**config.mk**
```make
export PLATFORM = sky130hd
export DESIGN_NAME = div32_seq
export DESIGN_NICKNAME = d
export VERILOG_FILES = /design/src/rtl/div32_seq.sv
export SDC_FILE = /design/constraint.sdc
export NUM_CORES = 1
export LEC_CHECK = 0
export BUFFER_PORTS_ARGS = -buffer_cell sky130_fd_sc_hd__buf_4
export CAP_MARGIN = 40
export CORE_MARGIN = 2
export CORE_UTILIZATION = 59
export DETAILED_ROUTE_END_ITERATION = 7
export PLACE_DENSITY = 0.9
export SLEW_MARGIN = 40
export SYNTH_ARGS = -nofsm -noshare
export SYNTH_HDL_FRONTEND = slang
export SYNTH_SLANG_ARGS = --single-unit
```
**constraint.sdc**
```tcl
create_clock -name clock -period 3.9 [get_ports clock]
set_input_delay 0 -clock clock [delete_from_list [all_inputs] [get_ports clock]]
set_output_delay 0 -clock clock [all_outputs]
set_load 0.01 [all_outputs]
```
**src/rtl/div32_seq.sv**
```systemverilog
`default_nettype none
// +--------------------------------------------------------------------------+
// | div32_seq : multi-cycle signed restoring divider, one quotient bit/cycle |
// | Optional macro DIV32_ZERO_FAST_EN: one-cycle early exit on a zero divisor|
// | Revision  : 1.0                                                          |
// +--------------------------------------------------------------------------+
module div32_seq #(
  parameter int WIDTH = 32,
  parameter int CNT_W = 6
) (
  input  logic             clock,
  input  logic             clear_n,
  input  logic             start,
  input  logic [WIDTH-1:0] RA,
  input  logic [WIDTH-1:0] RB,
  output logic [WIDTH-1:0] quotient,
  output logic [WIDTH-1:0] remainder,
  output logic             busy,
  output logic             done,
  output logic             div_by_zero
);

  typedef enum logic [1:0] {
    S_IDLE = 2'd0,
    S_RUN  = 2'd1,
    S_FIX  = 2'd2,
    S_DONE = 2'd3
  } state_t;

  state_t             state_q, state_d;
  logic [WIDTH-1:0]   dvd_q, dvd_d;
  logic [WIDTH-1:0]   dvs_q, dvs_d;
  logic [WIDTH-1:0]   rem_q, rem_d;
  logic [CNT_W-1:0]   cnt_q, cnt_d;
  logic               sign_a_q, sign_a_d;
  logic               sign_q_q, sign_q_d;
  logic [WIDTH-1:0]   quo_q, quo_d;
  logic [WIDTH-1:0]   rmo_q, rmo_d;
  logic               busy_q, busy_d;
  logic               done_q, done_d;
  logic               dbz_q, dbz_d;

  logic [WIDTH-1:0]   abs_a, abs_b;
  logic [WIDTH:0]     shift_v, diff_v;
  logic               borrow, load;

  always_comb begin
    state_d  = state_q;
    dvd_d    = dvd_q;
    dvs_d    = dvs_q;
    rem_d    = rem_q;
    cnt_d    = cnt_q;
    sign_a_d = sign_a_q;
    sign_q_d = sign_q_q;
    quo_d    = quo_q;
    rmo_d    = rmo_q;
    dbz_d    = dbz_q;
    load     = 1'b0;

    // Magnitude of the most negative value is 2^31, which fits unsigned.
    abs_a   = RA[WIDTH-1] ? (~RA + 1'b1) : RA;
    abs_b   = RB[WIDTH-1] ? (~RB + 1'b1) : RB;
    shift_v = {rem_q, dvd_q[WIDTH-1]};
    diff_v  = shift_v - {1'b0, dvs_q};
    borrow  = diff_v[WIDTH];

    case (state_q)
      S_IDLE: begin
        if (start) begin
`ifdef DIV32_ZERO_FAST_EN
          if (RB == '0) begin
            state_d = S_DONE;
            quo_d   = '0;
            rmo_d   = RA;
            dbz_d   = 1'b1;
          end else begin
            load = 1'b1;
          end
`else
          load = 1'b1;
`endif
        end
      end
      S_RUN: begin
        rem_d = borrow ? shift_v[WIDTH-1:0] : diff_v[WIDTH-1:0];
        dvd_d = {dvd_q[WIDTH-2:0], ~borrow};
        cnt_d = cnt_q + 1'b1;
        if (cnt_q == CNT_W'(WIDTH - 1)) begin
          state_d = S_FIX;
        end
      end
      S_FIX: begin
        quo_d   = sign_q_q ? (~dvd_q + 1'b1) : dvd_q;
        rmo_d   = sign_a_q ? (~rem_q + 1'b1) : rem_q;
        dbz_d   = (dvs_q == '0);
        state_d = S_DONE;
      end
      default: begin
        state_d = S_IDLE;
      end
    endcase

    if (load) begin
      state_d  = S_RUN;
      dvd_d    = abs_a;
      dvs_d    = abs_b;
      rem_d    = '0;
      cnt_d    = '0;
      sign_a_d = RA[WIDTH-1];
      sign_q_d = RA[WIDTH-1] ^ RB[WIDTH-1];
      dbz_d    = 1'b0;
    end

    busy_d = (state_d == S_RUN) || (state_d == S_FIX);
    done_d = (state_d == S_DONE);
  end

  always_ff @(posedge clock or negedge clear_n) begin
    if (!clear_n) begin
      state_q  <= S_IDLE;
      dvd_q    <= '0;
      dvs_q    <= '0;
      rem_q    <= '0;
      cnt_q    <= '0;
      sign_a_q <= 1'b0;
      sign_q_q <= 1'b0;
      quo_q    <= '0;
      rmo_q    <= '0;
      busy_q   <= 1'b0;
      done_q   <= 1'b0;
      dbz_q    <= 1'b0;
    end else begin
      state_q  <= state_d;
      dvd_q    <= dvd_d;
      dvs_q    <= dvs_d;
      rem_q    <= rem_d;
      cnt_q    <= cnt_d;
      sign_a_q <= sign_a_d;
      sign_q_q <= sign_q_d;
      quo_q    <= quo_d;
      rmo_q    <= rmo_d;
      busy_q   <= busy_d;
      done_q   <= done_d;
      dbz_q    <= dbz_d;
    end
  end

  assign quotient    = quo_q;
  assign remainder   = rmo_q;
  assign busy        = busy_q;
  assign done        = done_q;
  assign div_by_zero = dbz_q;

endmodule
`default_nettype wire

```
# After elaboration in Yosys (flattened, before gate mapping)
# Index checks and enable logic that the tools add are counted.
[word_totals]
word_cells = 53
in_bits = 67
output_inout_bits = 67
ff_bits = 173
[classes]
bitwise = 6
n_addsub = 6
n_reduce_logical = 5
mux = 18
n_eq_ne = 6
[op_table]
columns = ["op", "count"]
rows = [
  ["$mux W32", 9],
  ["$add A32 B1 Y32 const B", 4],
  ["$not A32 Y32", 4],
  ["$sub A33 B32 Y33", 1],
  ["$logic_not A32 Y1", 1],
  ["$mux W6", 2],
  ["$add A6 B1 Y6 const B", 1],
  ["$eq A2 B2 Y1 const B", 3],
  ["$eq A6 B5 Y1 const B", 1],
  ["$pmux W2 S3", 1],
  ["$eq A2 B1 Y1 const B", 2],
  ["$mux W1", 4],
  ["$mux W2", 2],
  ["$reduce_bool A2 Y1", 2],
  ["$logic_not A2 Y1", 1],
  ["$logic_or A1 B1 Y1", 1],
  ["$not A1 Y1", 1],
  ["$xor A1 B1 Y1", 1],
]

# Depth between registers and ports, before layout
[logic_depth]
ltp_word = 6
depth_mapped = 13
mapped_depth_nobuf = 12

# Least setup slack after synthesis
# OpenSTA, ideal clock, no wires.
[synth_path]
path_type = "register to register"
from = "register dvd_q[31]"
to = "register rem_q[22]"
setup_ps = 135
stages_incl_launch_ff = 14
synth_period_minus_slack_ps = 3115
arrival_ps = 2980
slack_ps = 785
n_path_buf = 1
required_time_ps = 3765
path_cell_list = "dfrtp_1 > inv_1 > ha_1 > fa_1 > nand2b_1 > a21oi_1 > o21ai_0 > a21oi_1 > o211ai_1 > o31a_1 > xnor2_1 > buf_2 > mux2i_1 > o21ai_0"
[synth_via]
elab_chain_cells = 4
[synth_lines]
columns = ["item", "line_no", "text"]
rows = [
  ["from (decl)", "31", "logic [WIDTH-1:0] dvd_q, dvd_d;"],
  ["from (signal assigned)", "134", "dvd_q <= dvd_d;"],
  ["$sub A33 B32 Y33", "64", "diff_v = shift_v - {1'b0, dvs_q};"],
  ["$mux W32", "85", "rem_d = borrow ? shift_v[WIDTH-1:0] : diff_v[WIDTH-1:0];"],
  ["$mux W32", "67", "case (state_q)"],
  ["$mux W32", "103", "if (load) begin"],
  ["to (signal assigned)", "136", "rem_q <= rem_d;"],
  ["to (decl)", "33", "logic [WIDTH-1:0] rem_q, rem_d;"],
]
# No other way between the ends. The select of a mux whose other input is x is not followed.
# A chain may end at the register's enable or synchronous reset.

# Final worst setup path
[layout_path]
from = "register dvd_q[31]"
to = "register rem_q[14]"
# The elaborated chain is that of the path after synthesis.

==> results.txt <==
Status: finished clean
Top delay family on crit path: compound AO/OA/AOI/OAI gates
Clock root buffer: clkbuf_16
Pint: 5490 µW
Total number of vias: 10500
Setup Skew: 0.00896 ns
Asr flop ratio synth: 100%
Startpoint Class: flip-flop
Max_slew headroom: 50.9%
Crit path DAT: 3.84 ns
Total grt overflow: 0
Routed Antenna Nets: 0
Antenna violations before repair: 0
Synth-to-Final Area Change: 21.7%
DRT Pass-1 Iters: 8
H-tree levels: 4
R2R depth: 13
TNS Setup: 0 ns
Final #Nets: 1541
Peak supply drop: 0.000477 V
P per Cell Area: 718 nW/µm²
DRT iter0 DRCs: 1203
Core area: 18600 µm²
#FFs+latches synth: 173
Crit path to: rem_q[14]$_DFFE_PN0P_
Slowest library cell on the worst path: fa_1
Clock transition at path regs: 0.07 ns
Syn avg cell area: 8.59 µm²
Clock Latency Late Sink: 0.44 ns
Dominant synthesized flop cell: dfrtp_1
Post-Syn Area: 11100 µm²
Syn Nets: 1395
Buf/Inv on CP: 2
Drc violations: 0
Worst Hold Class: input pin to async pin
Combinational fraction of design power: 48.8%
WP depth: 13
Final WL: 31300 µm
Initial Util: 59.7%
Post-detail-place hpwl: 21300 µm
Final instance area: 13500 µm²
Die area: 19900 µm²
Synth Warn #: 0
Gate Count Post-Synth: 1290
R2R Path Start: dvd_q[31]$_DFFE_PN0P_
Reg-to-Reg End: rem_q[14]$_DFFE_PN0P_
Final Cycle Share: 90.6%
TritonCTS Sinks: 173
Vias in the first global route: 10200
Io pins: 134
Antenna cells: 0
Seq pwr share: 31.5%
Clock power share: 19.7%
Flop-to-flop setup slack: 0.37 ns
Max Fclk: 0.283 GHz
WS Path Type: flip-flop to flip-flop
# setup viols final: 0
Sequential area share after synthesis: 39.0%
CP peak stage delay: 0.40 ns
Clock Tree Buf Depth: 2
Switching power: 4200 µW
Leakage: 0.00594 µW
Final hold vios: 0
Area contributors post-synth: dfrtp_1 39%, xor2_1 8.3%, o21ai_0 8.2%, nand2_1 7.2%, ha_1 4.2%
I/O Buffers: 133
Layout cells sized above 1: 14.2%
Req. time, crit path: 4.20 ns
Post-synth EDFFs: 0
Worst-margin pin slew: 0.734 ns
GRT Total Usage: 32.0%
Placed cell areas: 12200 µm²
CTS tree: done
Num rows: 50
Worst-path maximum fanout: 11
RSZ-0062 raised after global routing: false
Post-route minimum period: 3.53 ns
Die span in x: 141 µm
Number of CTS-inserted buffers: 17
MaxCap Viol Count: 0
Final Max Slew Viols: 0
First-pass GRT wire length: 51300 µm
Vias per std cell: 6.26
Crit. End Element: flip-flop
Area leader, netlist: dfrtp_1
Synth cell types: 63
Post-synth top area share: 39.0%
Crit path cell chain: inv_1 -> ha_1 -> fa_1 -> nand2b_1 -> a21oi_1 -> o21ai_0 -> a21oi_1 -> o211ai_1 -> o31a_1 -> xnor2_4 -> buf_4 -> mux2i_1 -> o21ai_0
Switching fraction of total power: 43.4%
CP startpoint: dvd_q[31]$_DFFE_PN0P_
Routability cong.: 0.961
Chip height: 141 µm
Largest net degree at the start of global routing: 116
Drt wl/cell: 18.6 µm
-- layout make-up --
class | count | area (µm²)
multi-input cells | 989 | 6320
fillers | 1311 | 5090
flip-flops and latches | 173 | 4330
repair buffers | 201 | 1690
clock buffers | 17 | 425
well taps | 234 | 293
clock inverters | 14 | 234
inverters | 54 | 203
-- power by group through the flow --
stage / clock (µW) / combinational [µW] / sequential (µW)
2_1_floorplan: 0 / 3640 / 2650
3_3_place_gp: 0 / 4380 / 2970
3_5_place_dp: 0 / 4520 / 3010
4_1_cts: 1910 / 4620 / 2990
5_1_grt: 1990 / 5240 / 3110
6_report: 1910 / 4730 / 3050
-- worst min path at each step --
stage,start,to,cells past startpoint
floorplan,clear_n,busy$_DFF_PN0_,0
global placement,clear_n,cnt_q[1]$_DFFE_PN0P_,1
detailed placement,clear_n,cnt_q[4]$_DFFE_PN0P_,1
CTS,RA[29],dvd_q[29]$_DFFE_PN0P_,4
global route,clear_n,dvs_q[25]$_DFFE_PN0P_,2
finish,clear_n,cnt_q[0]$_DFFE_PN0P_,2
-- per-stage QoR --
step | std cells | worst slack, ns | hold WS (ns) | total power (µW) | utilization (%)
2_1_floorplan | 1290 | 0.785 | -0.296 | 6290 | -
3_3_place_gp | 1595 | 0.470 | 0.170 | 7350 | 65.8
3_5_place_dp | 1595 | 0.358 | 0.0862 | 7530 | 65.9
4_1_cts | 1681 | 0.283 | 0.00228 | 9530 | 72.4
5_1_grt | 1682 | 0.0633 | 0.0372 | 10300 | 72.6
6_report | 1682 | 0.366 | 0.0127 | 9690 | 72.6
-- per-layer routing --
metal	GRT usage, %	vias up	share of wire [%]
met4	11.1	0	2.9
met5	0	-	0
met1	44.2	4964	42
met2	50.6	558	46
met3	6.39	96	9.2
li1	-	4908	-
-- kinds of logic after synthesis --
kind of cell | count (synthesis) | share of synthesized area, %
multiplexers | 25 | 2.27
AND/OR/NAND/NOR | 360 | 15.3
XOR/XNOR | 149 | 11.8
buffers and inverters | 128 | 4.44
AO/OA/AOI/OAI | 417 | 22.8
flip-flops | 173 | 39.0
adder cells (fa/ha/maj) | 38 | 4.36
-- cells in the final DEF, fill, tap and decap left out, types with 3 or more instances in the layout --
cell,count
or3_1,17
o21ai_1,8
or4_4,4
buf_4,143
dfrtp_1,171
bufinv_16,5
nand2_1,211
a21o_1,12
a21oi_1,64
o41ai_1,18
nor3_1,11
inv_8,3
a2bb2oi_1,4
nor2_1,29
or4_1,17
nand3_1,9
inv_1,53
o22ai_1,42
nor2b_1,10
xor2_1,105
dlygate4sd3_1,55
o211ai_1,4
o221ai_1,7
nor4_1,14
mux2i_1,24
ha_1,37
a22oi_1,4
clkbuf_16,17
o31ai_1,37
nand2b_1,10
o21bai_1,4
nand4_1,8
o21ai_0,181
xnor2_1,43
or2_2,3
o41ai_2,3
a31oi_1,6
a211oi_1,3
-- synth_stat cells (all sizes together), types with 6 or more instances --
master,count
nor3,11
a21oi,64
o31ai,39
clkbuf,65
o221ai,7
inv,54
or4,21
o41ai,21
a21o,12
dfrtp,173
mux2i,24
nand3,9
or3,19
nor2,29
nor2b,10
buf,9
o21ai,190
xnor2,44
ha,37
a31oi,6
or2,6
nand2,213
xor2,105
nand2b,10
nand4,8
o22ai,42
nor4,16
-- sequential cells by signal, indices dropped and copies added (netlist names) --
name / count
busy: 1
rem_q: 32
done: 1
dvs_q: 32
sign_q_q: 1
quotient: 32
dvd_q: 32
state_q: 2
remainder: 32
div_by_zero: 1
sign_a_q: 1
cnt_q: 6
-- timing repair --
action | 4_1_cts | 5_1_grt
setup buffers | 0 | 0
hold buffers | 55 | 0
resized for setup | 0 | 1
endpoints found under the hold margin | 154 | 0
setup endpoints to repair | 0 | 4
No activity file was read; power rests on OpenSTA's default activity.
